--- config.mk ---
export PLATFORM = sky130hd
export DESIGN_NAME = hpdcache_cmo_sched
export DESIGN_NICKNAME = d
export VERILOG_FILES = /design/src/rtl/hpdcache_cmo_sched_pkg.sv /design/src/rtl/hpdcache_cmo_sched_rrarb.sv /design/src/rtl/hpdcache_cmo_sched.sv
export SDC_FILE = /design/constraint.sdc
export NUM_CORES = 1
export LEC_CHECK = 0
export CORE_UTILIZATION = 42
export CTS_BUF_LIST = sky130_fd_sc_hd__clkbuf_4
export DETAILED_ROUTE_END_ITERATION = 6
export PLACE_DENSITY_LB_ADDON = 0.25
export SYNTH_ARGS = -nofsm -noshare
export SYNTH_HDL_FRONTEND = slang
export SYNTH_SLANG_ARGS = --single-unit
--- constraint.sdc ---
create_clock -name clk_i -period 4.8 [get_ports clk_i]
set_input_delay 1.44 -clock clk_i [delete_from_list [all_inputs] [get_ports clk_i]]
set_output_delay 1.44 -clock clk_i [all_outputs]
set_load 0.02 [all_outputs]
--- src/rtl/hpdcache_cmo_sched_pkg.sv ---
`default_nettype none
// +----------------------------------------------------------------------+
// | hpdcache_cmo_sched_pkg: CMO operation encoding and scheduler states   |
// | rev 1.0                                                               |
// +----------------------------------------------------------------------+
package hpdcache_cmo_sched_pkg;

  typedef struct packed {
    logic is_fence;
    logic is_inval_by_nline;
    logic is_inval_all;
    logic is_flush_by_nline;
    logic is_flush_all;
  } hpdcache_cmoh_op_t;

  typedef enum logic [1:0] {
    IDLE  = 2'd0,
    ISSUE = 2'd1,
    WAIT  = 2'd2,
    DONE  = 2'd3
  } hpdcache_cmo_sched_fsm_t;

  // A well-formed CMO selects exactly one operation kind.
  function automatic logic cmo_op_is_valid(input hpdcache_cmoh_op_t op);
    return $onehot(op);
  endfunction

endpackage
`default_nettype wire

--- src/rtl/hpdcache_cmo_sched_rrarb.sv ---
`default_nettype none
// +----------------------------------------------------------------------+
// | hpdcache_rrarb: one-hot round-robin arbiter, pointer moves past owner |
// | rev 1.0                                                               |
// +----------------------------------------------------------------------+
module hpdcache_rrarb #(
  parameter int unsigned N = 2
) (
  input  logic         clk_i,
  input  logic         rst_i,
  input  logic [N-1:0] req_i,
  output logic [N-1:0] gnt_o,
  input  logic         update_i,
  input  logic [N-1:0] owner_i
);

  logic [N-1:0] r_rr;
  logic [N-1:0] w_rr_next;

  always_ff @(posedge clk_i) begin
    if (rst_i) begin
      r_rr <= N'(1);
    end else if (update_i) begin
      r_rr <= w_rr_next;
    end
  end

  always_comb begin
    w_rr_next = '0;
    for (int i = 0; i < N; i++) begin
      w_rr_next[(i + 1) % N] = owner_i[i];
    end
  end

  // First requester at or after the pointer position, searched circularly.
  always_comb begin
    logic w_found;
    gnt_o   = '0;
    w_found = 1'b0;
    for (int off = 0; off < N; off++) begin
      for (int i = 0; i < N; i++) begin
        if (!w_found && r_rr[i] && req_i[(i + off) % N]) begin
          gnt_o[(i + off) % N] = 1'b1;
          w_found              = 1'b1;
        end
      end
    end
  end

endmodule
`default_nettype wire

--- src/rtl/hpdcache_cmo_sched.sv ---
`default_nettype none
// +----------------------------------------------------------------------+
// | hpdcache_cmo_sched: round-robin scheduler of CMOs onto the handler    |
// | rev 1.0                                                               |
// +----------------------------------------------------------------------+
module hpdcache_cmo_sched
  import hpdcache_cmo_sched_pkg::*;
#(
  parameter int unsigned NREQ = 2,
  parameter type hpdcache_req_addr_t = logic,
  parameter type hpdcache_req_data_t = logic,
  parameter type hpdcache_req_tid_t  = logic
) (
  input  logic               clk_i,
  input  logic               rst_i,
  input  logic [NREQ-1:0]    req_valid_i,
  output logic [NREQ-1:0]    req_ready_o,
  input  hpdcache_cmoh_op_t  req_op_i    [NREQ],
  input  hpdcache_req_addr_t req_addr_i  [NREQ],
  input  hpdcache_req_data_t req_wdata_i [NREQ],
  input  hpdcache_req_tid_t  req_tid_i   [NREQ],
  output logic [NREQ-1:0]    rsp_valid_o,
  output logic               rsp_error_o,
  output hpdcache_req_tid_t  rsp_tid_o,
  output logic               cmoh_req_valid_o,
  input  logic               cmoh_req_ready_i,
  output hpdcache_cmoh_op_t  cmoh_req_op_o,
  output hpdcache_req_addr_t cmoh_req_addr_o,
  output hpdcache_req_data_t cmoh_req_wdata_o,
  input  logic               cmoh_req_wait_i,
  output logic               busy_o,
  output logic               wait_o
);

  hpdcache_cmo_sched_fsm_t r_state, w_state_d;
  logic [NREQ-1:0]         r_owner;
  hpdcache_cmoh_op_t       r_op;
  hpdcache_req_addr_t      r_addr;
  hpdcache_req_data_t      r_wdata;
  hpdcache_req_tid_t       r_tid;
  logic                    r_err;

  logic [NREQ-1:0]         w_gnt;
  logic                    w_accept;
  hpdcache_cmoh_op_t       w_sel_op;
  hpdcache_req_addr_t      w_sel_addr;
  hpdcache_req_data_t      w_sel_wdata;
  hpdcache_req_tid_t       w_sel_tid;

  hpdcache_rrarb #(.N(NREQ)) u_rrarb (
    .clk_i    (clk_i),
    .rst_i    (rst_i),
    .req_i    (req_valid_i),
    .gnt_o    (w_gnt),
    .update_i (r_state == DONE),
    .owner_i  (r_owner)
  );

  assign w_accept = (r_state == IDLE) && (|req_valid_i);

  always_comb begin
    w_sel_op    = '0;
    w_sel_addr  = '0;
    w_sel_wdata = '0;
    w_sel_tid   = '0;
    for (int i = 0; i < NREQ; i++) begin
      if (w_gnt[i]) begin
        w_sel_op    = req_op_i[i];
        w_sel_addr  = req_addr_i[i];
        w_sel_wdata = req_wdata_i[i];
        w_sel_tid   = req_tid_i[i];
      end
    end
  end

  always_ff @(posedge clk_i) begin
    if (rst_i) begin
      r_state <= IDLE;
      r_owner <= '0;
      r_op    <= '0;
      r_addr  <= '0;
      r_wdata <= '0;
      r_tid   <= '0;
      r_err   <= 1'b0;
    end else begin
      r_state <= w_state_d;
      if (w_accept) begin
        r_owner <= w_gnt;
        r_op    <= w_sel_op;
        r_addr  <= w_sel_addr;
        r_wdata <= w_sel_wdata;
        r_tid   <= w_sel_tid;
        r_err   <= !cmo_op_is_valid(w_sel_op);
      end else if (r_state == DONE) begin
        r_err   <= 1'b0;
      end
    end
  end

  // Malformed ops skip the handler and go straight to the response.
  always_comb begin
    w_state_d = r_state;
    case (r_state)
      IDLE:  if (w_accept) w_state_d = cmo_op_is_valid(w_sel_op) ? ISSUE : DONE;
      ISSUE: if (cmoh_req_ready_i) w_state_d = WAIT;
      WAIT:  if (cmoh_req_ready_i) w_state_d = DONE;
      DONE:  w_state_d = IDLE;
      default: w_state_d = IDLE;
    endcase
  end

  always_comb begin
    req_ready_o      = (r_state == IDLE) ? w_gnt : '0;
    rsp_valid_o      = (r_state == DONE) ? r_owner : '0;
    rsp_error_o      = (r_state == DONE) && r_err;
    rsp_tid_o        = (r_state == DONE) ? r_tid : '0;
    cmoh_req_valid_o = (r_state == ISSUE);
    cmoh_req_op_o    = r_op;
    cmoh_req_addr_o  = r_addr;
    cmoh_req_wdata_o = r_wdata;
    busy_o           = (r_state != IDLE);
    wait_o           = (r_state == WAIT) && cmoh_req_wait_i;
  end

`ifndef HPDCACHE_ASSERT_OFF
  a_ready_onehot0: assert property (@(posedge clk_i) disable iff (rst_i)
    $onehot0(req_ready_o));
  a_rsp_onehot0: assert property (@(posedge clk_i) disable iff (rst_i)
    $onehot0(rsp_valid_o));
  a_cmoh_valid_issue: assert property (@(posedge clk_i) disable iff (rst_i)
    cmoh_req_valid_o |-> (r_state == ISSUE));
  a_cmoh_stable: assert property (@(posedge clk_i) disable iff (rst_i)
    cmoh_req_valid_o && !cmoh_req_ready_i |=>
      $stable(cmoh_req_op_o) && $stable(cmoh_req_addr_o) && $stable(cmoh_req_wdata_o));
  for (genvar g = 0; g < NREQ; g++) begin : g_req_hold
    a_valid_hold: assert property (@(posedge clk_i) disable iff (rst_i)
      req_valid_i[g] && !req_ready_o[g] |=> req_valid_i[g]);
  end
`endif

endmodule
`default_nettype wire

* Word-level counts from Yosys, hierarchy flattened
Index checks and enable logic that the tools add are counted.
** Operators by class
- Eq/ne operators :: 7
- Multiplexer cells :: 24
- Add/subtract/negate cells :: 4
- Reduce and logical (&&, ||, !) cells :: 19
** Operators with widths (number)
- 2-to-1 mux 1 bit :: 15
- 2-to-1 mux 2 bit :: 6
- logical AND 1 bit :: 10
- 2-to-1 mux 5 bit :: 2
- one-hot mux 2 bit (4 select lines) :: 1
- adder 1 x 1 -> 2 bit :: 2
- equality test 2 bit, second input constant :: 2
- zero test 1 bit :: 4
- != test 2 bit, second input constant :: 2
- nonzero test 2 bit :: 2
- adder 2 x 2 -> 3 bit :: 1
- adder 3 x 1 -> 3 bit :: 1
- equality test 3 x 1 -> 1 bit, second input constant :: 1
- AND reduction 3 bit :: 1
- equality test 2 x 1 -> 1 bit, second input constant :: 1
- zero test 2 bit :: 1
- != test 2 x 1 -> 1 bit, second input constant :: 1
- OR reduction 2 bit :: 1
** Storage, ports and cells
- Input bits :: 22
- Word-level logic and storage cells :: 66
- Register bits :: 15
- Output and inout bits :: 16

* Longest topological paths before layout
- Word-level depth :: 23
- Gate-level depth with buffers :: 12
- Depth with buffers taken out :: 10

* By module
Synthesis repeated with hierarchy kept, for this count alone.
** Unflattened totals
- Cells, all modules :: 96
- Area total of the unflattened synthesis :: 854.6 um2
** By module, submodules not included
- hpdcache_cmo_sched :: cells an instance 86, area each 758.2 um2, seq. area each 260.2 um2, times used 1
- hpdcache_rrarb :: cells an instance 10, area each 96.3 um2, seq. area each 40.0 um2, times used 1

* Worst setup path before layout
Ideal clock, no wire load.
- Path kind :: in2reg
- Start point :: input port req_valid_i[0]
- End point :: register r_state[1]
- Path buffers :: 0
- Arrival :: 3.737 ns
- Stages :: 10
- Setup slack :: 0.946 ns
- Setup time :: 0.117 ns
- Required time :: 4.683 ns
- Cells stage by stage :: and2b_1 nand3_1 and3_1 fa_1 inv_1 fa_1 ha_1 or3b_1 mux2i_1 o2bb2ai_1
** On the way
- Word-level cells in the longest chain between the ends :: 23
- Elaborated cells on any way between the ends :: 30
- Classes of those cells :: add/sub (4); eq/ne (2); mux (11); reduce/logical (13)
** RTL lines
- start: declaration :: RTL line hpdcache_cmo_sched.sv:16 : input logic [NREQ-1:0] req_valid_i,
- logical AND 1 bit :: RTL line hpdcache_cmo_sched_rrarb.sv:42 : if (!w_found && r_rr[i] && req_i[(i + off) % N]) begin
- 2-to-1 mux 1 bit :: RTL line hpdcache_cmo_sched_rrarb.sv:42
- zero test 1 bit :: RTL line hpdcache_cmo_sched_rrarb.sv:42
- logical AND 1 bit (2 in a row) :: RTL line hpdcache_cmo_sched_rrarb.sv:42
- 2-to-1 mux 1 bit :: RTL line hpdcache_cmo_sched_rrarb.sv:42
- zero test 1 bit :: RTL line hpdcache_cmo_sched_rrarb.sv:42
- logical AND 1 bit (2 in a row) :: RTL line hpdcache_cmo_sched_rrarb.sv:42
- 2-to-1 mux 1 bit :: RTL line hpdcache_cmo_sched_rrarb.sv:42
- (+3 left out)
- 2-to-1 mux 1 bit :: RTL line hpdcache_cmo_sched_rrarb.sv:42
- 2-to-1 mux 5 bit (2 in a row) :: RTL line hpdcache_cmo_sched.sv:67 : if (w_gnt[i]) begin
- adder 1 x 1 -> 2 bit (implied by the code) :: RTL line hpdcache_cmo_sched_pkg.sv:25 : return $onehot(op);
- adder 2 x 2 -> 3 bit (implied by the code) :: RTL line hpdcache_cmo_sched_pkg.sv:25
- adder 3 x 1 -> 3 bit (implied by the code) :: RTL line hpdcache_cmo_sched_pkg.sv:25
- equality test 3 x 1 -> 1 bit :: RTL line hpdcache_cmo_sched_pkg.sv:25
- 2-to-1 mux 2 bit (2 in a row) :: RTL line hpdcache_cmo_sched.sv:104 : IDLE: if (w_accept) w_state_d = cmo_op_is_valid(w_sel_op) ? ISSUE : DONE;
- one-hot mux 2 bit (4 select lines) :: RTL line hpdcache_cmo_sched.sv:103 : case (r_state)
- end signal: assignment :: RTL line hpdcache_cmo_sched.sv:86 : r_state <= w_state_d;
- end: declaration :: RTL line hpdcache_cmo_sched.sv:35 : hpdcache_cmo_sched_fsm_t r_state, w_state_d;
Several ways; a longest one is shown, not always the timed one. The select of a mux whose other input is x is not followed.
A chain may end at the register's enable or synchronous reset.

* Final worst setup path
- Start point :: input port req_valid_i[1]
- End point :: output port req_ready_o[0]
** On the way
- Word-level cells in the longest chain between the ends :: 11
** RTL lines
- logical AND 1 bit :: RTL line hpdcache_cmo_sched_rrarb.sv:42
- 2-to-1 mux 1 bit :: RTL line hpdcache_cmo_sched_rrarb.sv:42
- zero test 1 bit :: RTL line hpdcache_cmo_sched_rrarb.sv:42
- logical AND 1 bit (2 in a row) :: RTL line hpdcache_cmo_sched_rrarb.sv:42
- 2-to-1 mux 1 bit * :: RTL line hpdcache_cmo_sched_rrarb.sv:42
- zero test 1 bit * :: RTL line hpdcache_cmo_sched_rrarb.sv:42
- logical AND 1 bit * (2 in a row) :: RTL line hpdcache_cmo_sched_rrarb.sv:42
- 2-to-1 mux 1 bit * :: RTL line hpdcache_cmo_sched_rrarb.sv:42
- 2-to-1 mux 2 bit * :: RTL line hpdcache_cmo_sched.sv:113 : req_ready_o = (r_state == IDLE) ? w_gnt : '0;
- end: declaration :: RTL line hpdcache_cmo_sched.sv:17 : output logic [NREQ-1:0] req_ready_o,
Mark *: on every way between the ends. The rest lies on a longest branch, timed or not.

==> metrics.md <==
| Metric | Value |
|---|---|
| Initial Utilization | `0.445` |
| Worst Setup EP | `req_ready_o[0]` |
| P&R area growth vs syn | `42.9%` |
| Core ar. | `~2200 um2` |
| I/O Pins | `38` |
| Antenna Nets Post-Route | `0` |
| Via Count | `1009` |
| Reg2reg end | `r_state[1]` |
| Clock sink count | `15` |
| Area contributors post-synth | `dfxtp_1 (31%), ha_1 (6.4%), o211ai_1 (5.3%), o2111ai_1 (5.3%), nand3_1 (5.1%)` |
| DRT Pass-1 Iters | `4` |
| Antenna Cells | `0` |
| Fmax | `214 MHz` |
| Initial detailed-routing violation count | `23` |
| Avg Cell Area, Syn | `approximately 8.6 um2` |
| CP required | `3.36 ns` |
| CP endpoint kind | `output port` |
| Min Tclk post-route | `approximately 4.7 ns` |
| Clock Tree Buf Depth | `2` |
| Post-cts resize count | `0` |
| First-pass GRT wire length | `4440 um` |
| Max capacitance violation total | `0` |
| HPWL after detailed placement | `1890 um` |
| CTS tree | `built` |
| Flop2flop setup slack | `1.35 ns` |
| Post-synthesis instance area | `between 900 and 1000 um2` |
| Via density | `5.64` |
| H-tree levels | `1` |
| Net Count, Synth | `143` |
| Pre-CTS setup slack | `around 0.12 ns` |
| Port bufs | `37` |
| Status | `finished clean` |
| Final setup margin | `0.131 ns` |
| Syn Inst Count | `roughly 110` |
| DRC Markers | `0` |
| Global Route Usage Sum | `0.233` |
| Synthesized flop and latch total | `15` |
| Max-slew violations | `0` |
| Largest net degree at the start of global routing | `18` |
| Clk_lat worst skew | `0.29 ns` |
| PD cells | `431 nW/um2` |
| Fin nets | `181` |
| Die ar. | `roughly 2500 um2` |
| Final weighted congestion in routability-driven placement | `0.817` |
| Crit path DAT | `about 3.2 ns` |
| Cell with the most instances after synthesis | `dfxtp_1` |
| Final Hold Viols | `0` |
| Largest area contributor in the netlist | `dfxtp_1` |
| Routed Wire Length | `roughly 2600 um` |
| Leakage | `0.559 nW` |
| CTS Hold Buffers Added | `0` |
| Root Driver | `clkbuf_4` |
| Setup TNS | `0 ns` |
| Worst r2r src | `u_rrarb.r_rr[0]` |
| Seq/Total Area, Yosys | `0.305` |
| Gr ovfl total | `0` |
| Number of flops mapped to enable cells by yosys | `0` |
| Clk_skew | `0.00427 ns` |
| CP startpoint | `req_valid_i[1]` |
| Most used DFF post-synth | `dfxtp_1` |
| Share of cells above drive strength 1 | `0.0728` |
| Initial antenna violation count | `0` |
| Die Ht | `a little over 50 um` |
| Peak VDD IR | `0.349 mV` |
| Vias in the first global route | `about 1.1k` |
| Final period utilization | `0.973` |
| Worst-margin pin slew | `0.638 ns` |
| CP max FO | `7` |
| Post-CTS setup buffers | `0` |
| Clock transition at path regs | `0.09 ns` |
| Most frequent cells after synthesis | `dfxtp_1 (15), nand3_1 (10), inv_1 (8), nand2_1 (7), o211ai_1 (7)` |
| Row count | `17` |
| WS Path Type | `in2out` |
| Routed len/inst | `14.6 um` |
| Register-to-Register Path Depth | `10` |
| Setup violations, final | `0` |
| Startpoint types | `input pin` |
| Ys async rst share | `0` |
| Yosys Warn Count | `0` |
| Cts bufs inserted | `3` |
| Unrepaired setup endpoints after global routing | `false` |
| Tightest Hold Check Type | `reg2reg` |
| DIE WIDTH | `50.4 um` |
| Max_slew headroom | `0.574` |
| Netlist cell types | `32` |
| Post-synth top area share | `0.305` |
layout make-up:
class                           instances  area (um2)
Clock buffer                            4        30.0
Sequential cell                        15         300
Multi-Input combinational cell         82         602
Inverter                                8        30.0
Timing Repair Buffer                   42         408
Tap cell                               28        35.0
Fill cell                             212         807
stage by stage:
| step | instance area [um2] | total power, mW | utilization | std cells | hold slack (ns) |
|---|---|---|---|---|---|
| after CTS | 1410 | 0.610 | 0.635 | 179 | 0.461 |
| after global placement | 1380 | 0.519 | 0.622 | 175 | 0.438 |
| final | 1410 | 0.606 | 0.635 | 179 | 0.461 |
| after detailed placement | 1380 | 0.525 | 0.622 | 175 | 0.448 |
| after global routing | 1410 | 0.653 | 0.635 | 179 | 0.474 |
| after floorplan | 983 | 0.404 | - | 114 | 0.432 |
registers in the layout, summed over array words and instances, names as in the netlist:
register / cells
cmoh_req_wdata_o: 1
r_tid: 1
u_rrarb.r_rr: 2
r_state: 2
cmoh_req_addr_o: 1
r_err: 1
r_owner: 2
cmoh_req_op_o: 5
layout by cell type, fill, tap and decap left out, types with 5 or more instances in the layout:
cell	synthesis	layout
buf_4	3	5
and2_1	6	6
nand2_1	7	7
inv_1	8	8
dfxtp_1	15	15
clkdlybuf4s50_1	0	37
o211ai_1	7	7
o2111ai_1	6	6
nand3_1	10	10
ha_1	5	5
layer usage:
metal  vias up  routed length [um]  track usage
met3         5                 111       0.0424
met5         -                   0            0
met4         0                  47        0.139
met2        32                1290        0.407
li1        500                   -            -
met1       472                1160        0.261
worst min-delay path by stage:
stage / startpoint / end / depth (start not counted)
2_1_floorplan: r_owner[0] / r_owner[0] / 2
3_3_place_gp: r_owner[0] / r_owner[0] / 2
3_5_place_dp: r_owner[0] / r_owner[0] / 2
4_1_cts: r_owner[0] / r_owner[0] / 2
5_1_grt: r_owner[0] / r_owner[0] / 2
6_report: r_owner[1] / r_owner[1] / 2
kinds of logic after synthesis:
kind of cell | count (synthesis) | share of synthesized area
compound gates | 38 | 0.307
simple gates | 36 | 0.191
buf+inv | 17 | 0.0827
flops | 15 | 0.305
fa+ha+maj | 7 | 0.104
mux | 1 | 0.0102
report_power, final:
group	internal [mW]	leakage, nW	switching [mW]	total, mW
combinational	0.155	0.417	0.181	0.337
clock	0.0380	0.0184	0.0422	0.0802
sequential	0.162	0.124	0.0274	0.189
total	0.355	0.559	0.251	0.606
critical path: stages:
cell,delay [ns]
clkdlybuf4s50_1,0.45
nor2b_1,0.44
o211ai_1,0.20
inv_1,0.10
clkdlybuf4s50_1,0.60
Power figures use the tool's default switching activity.
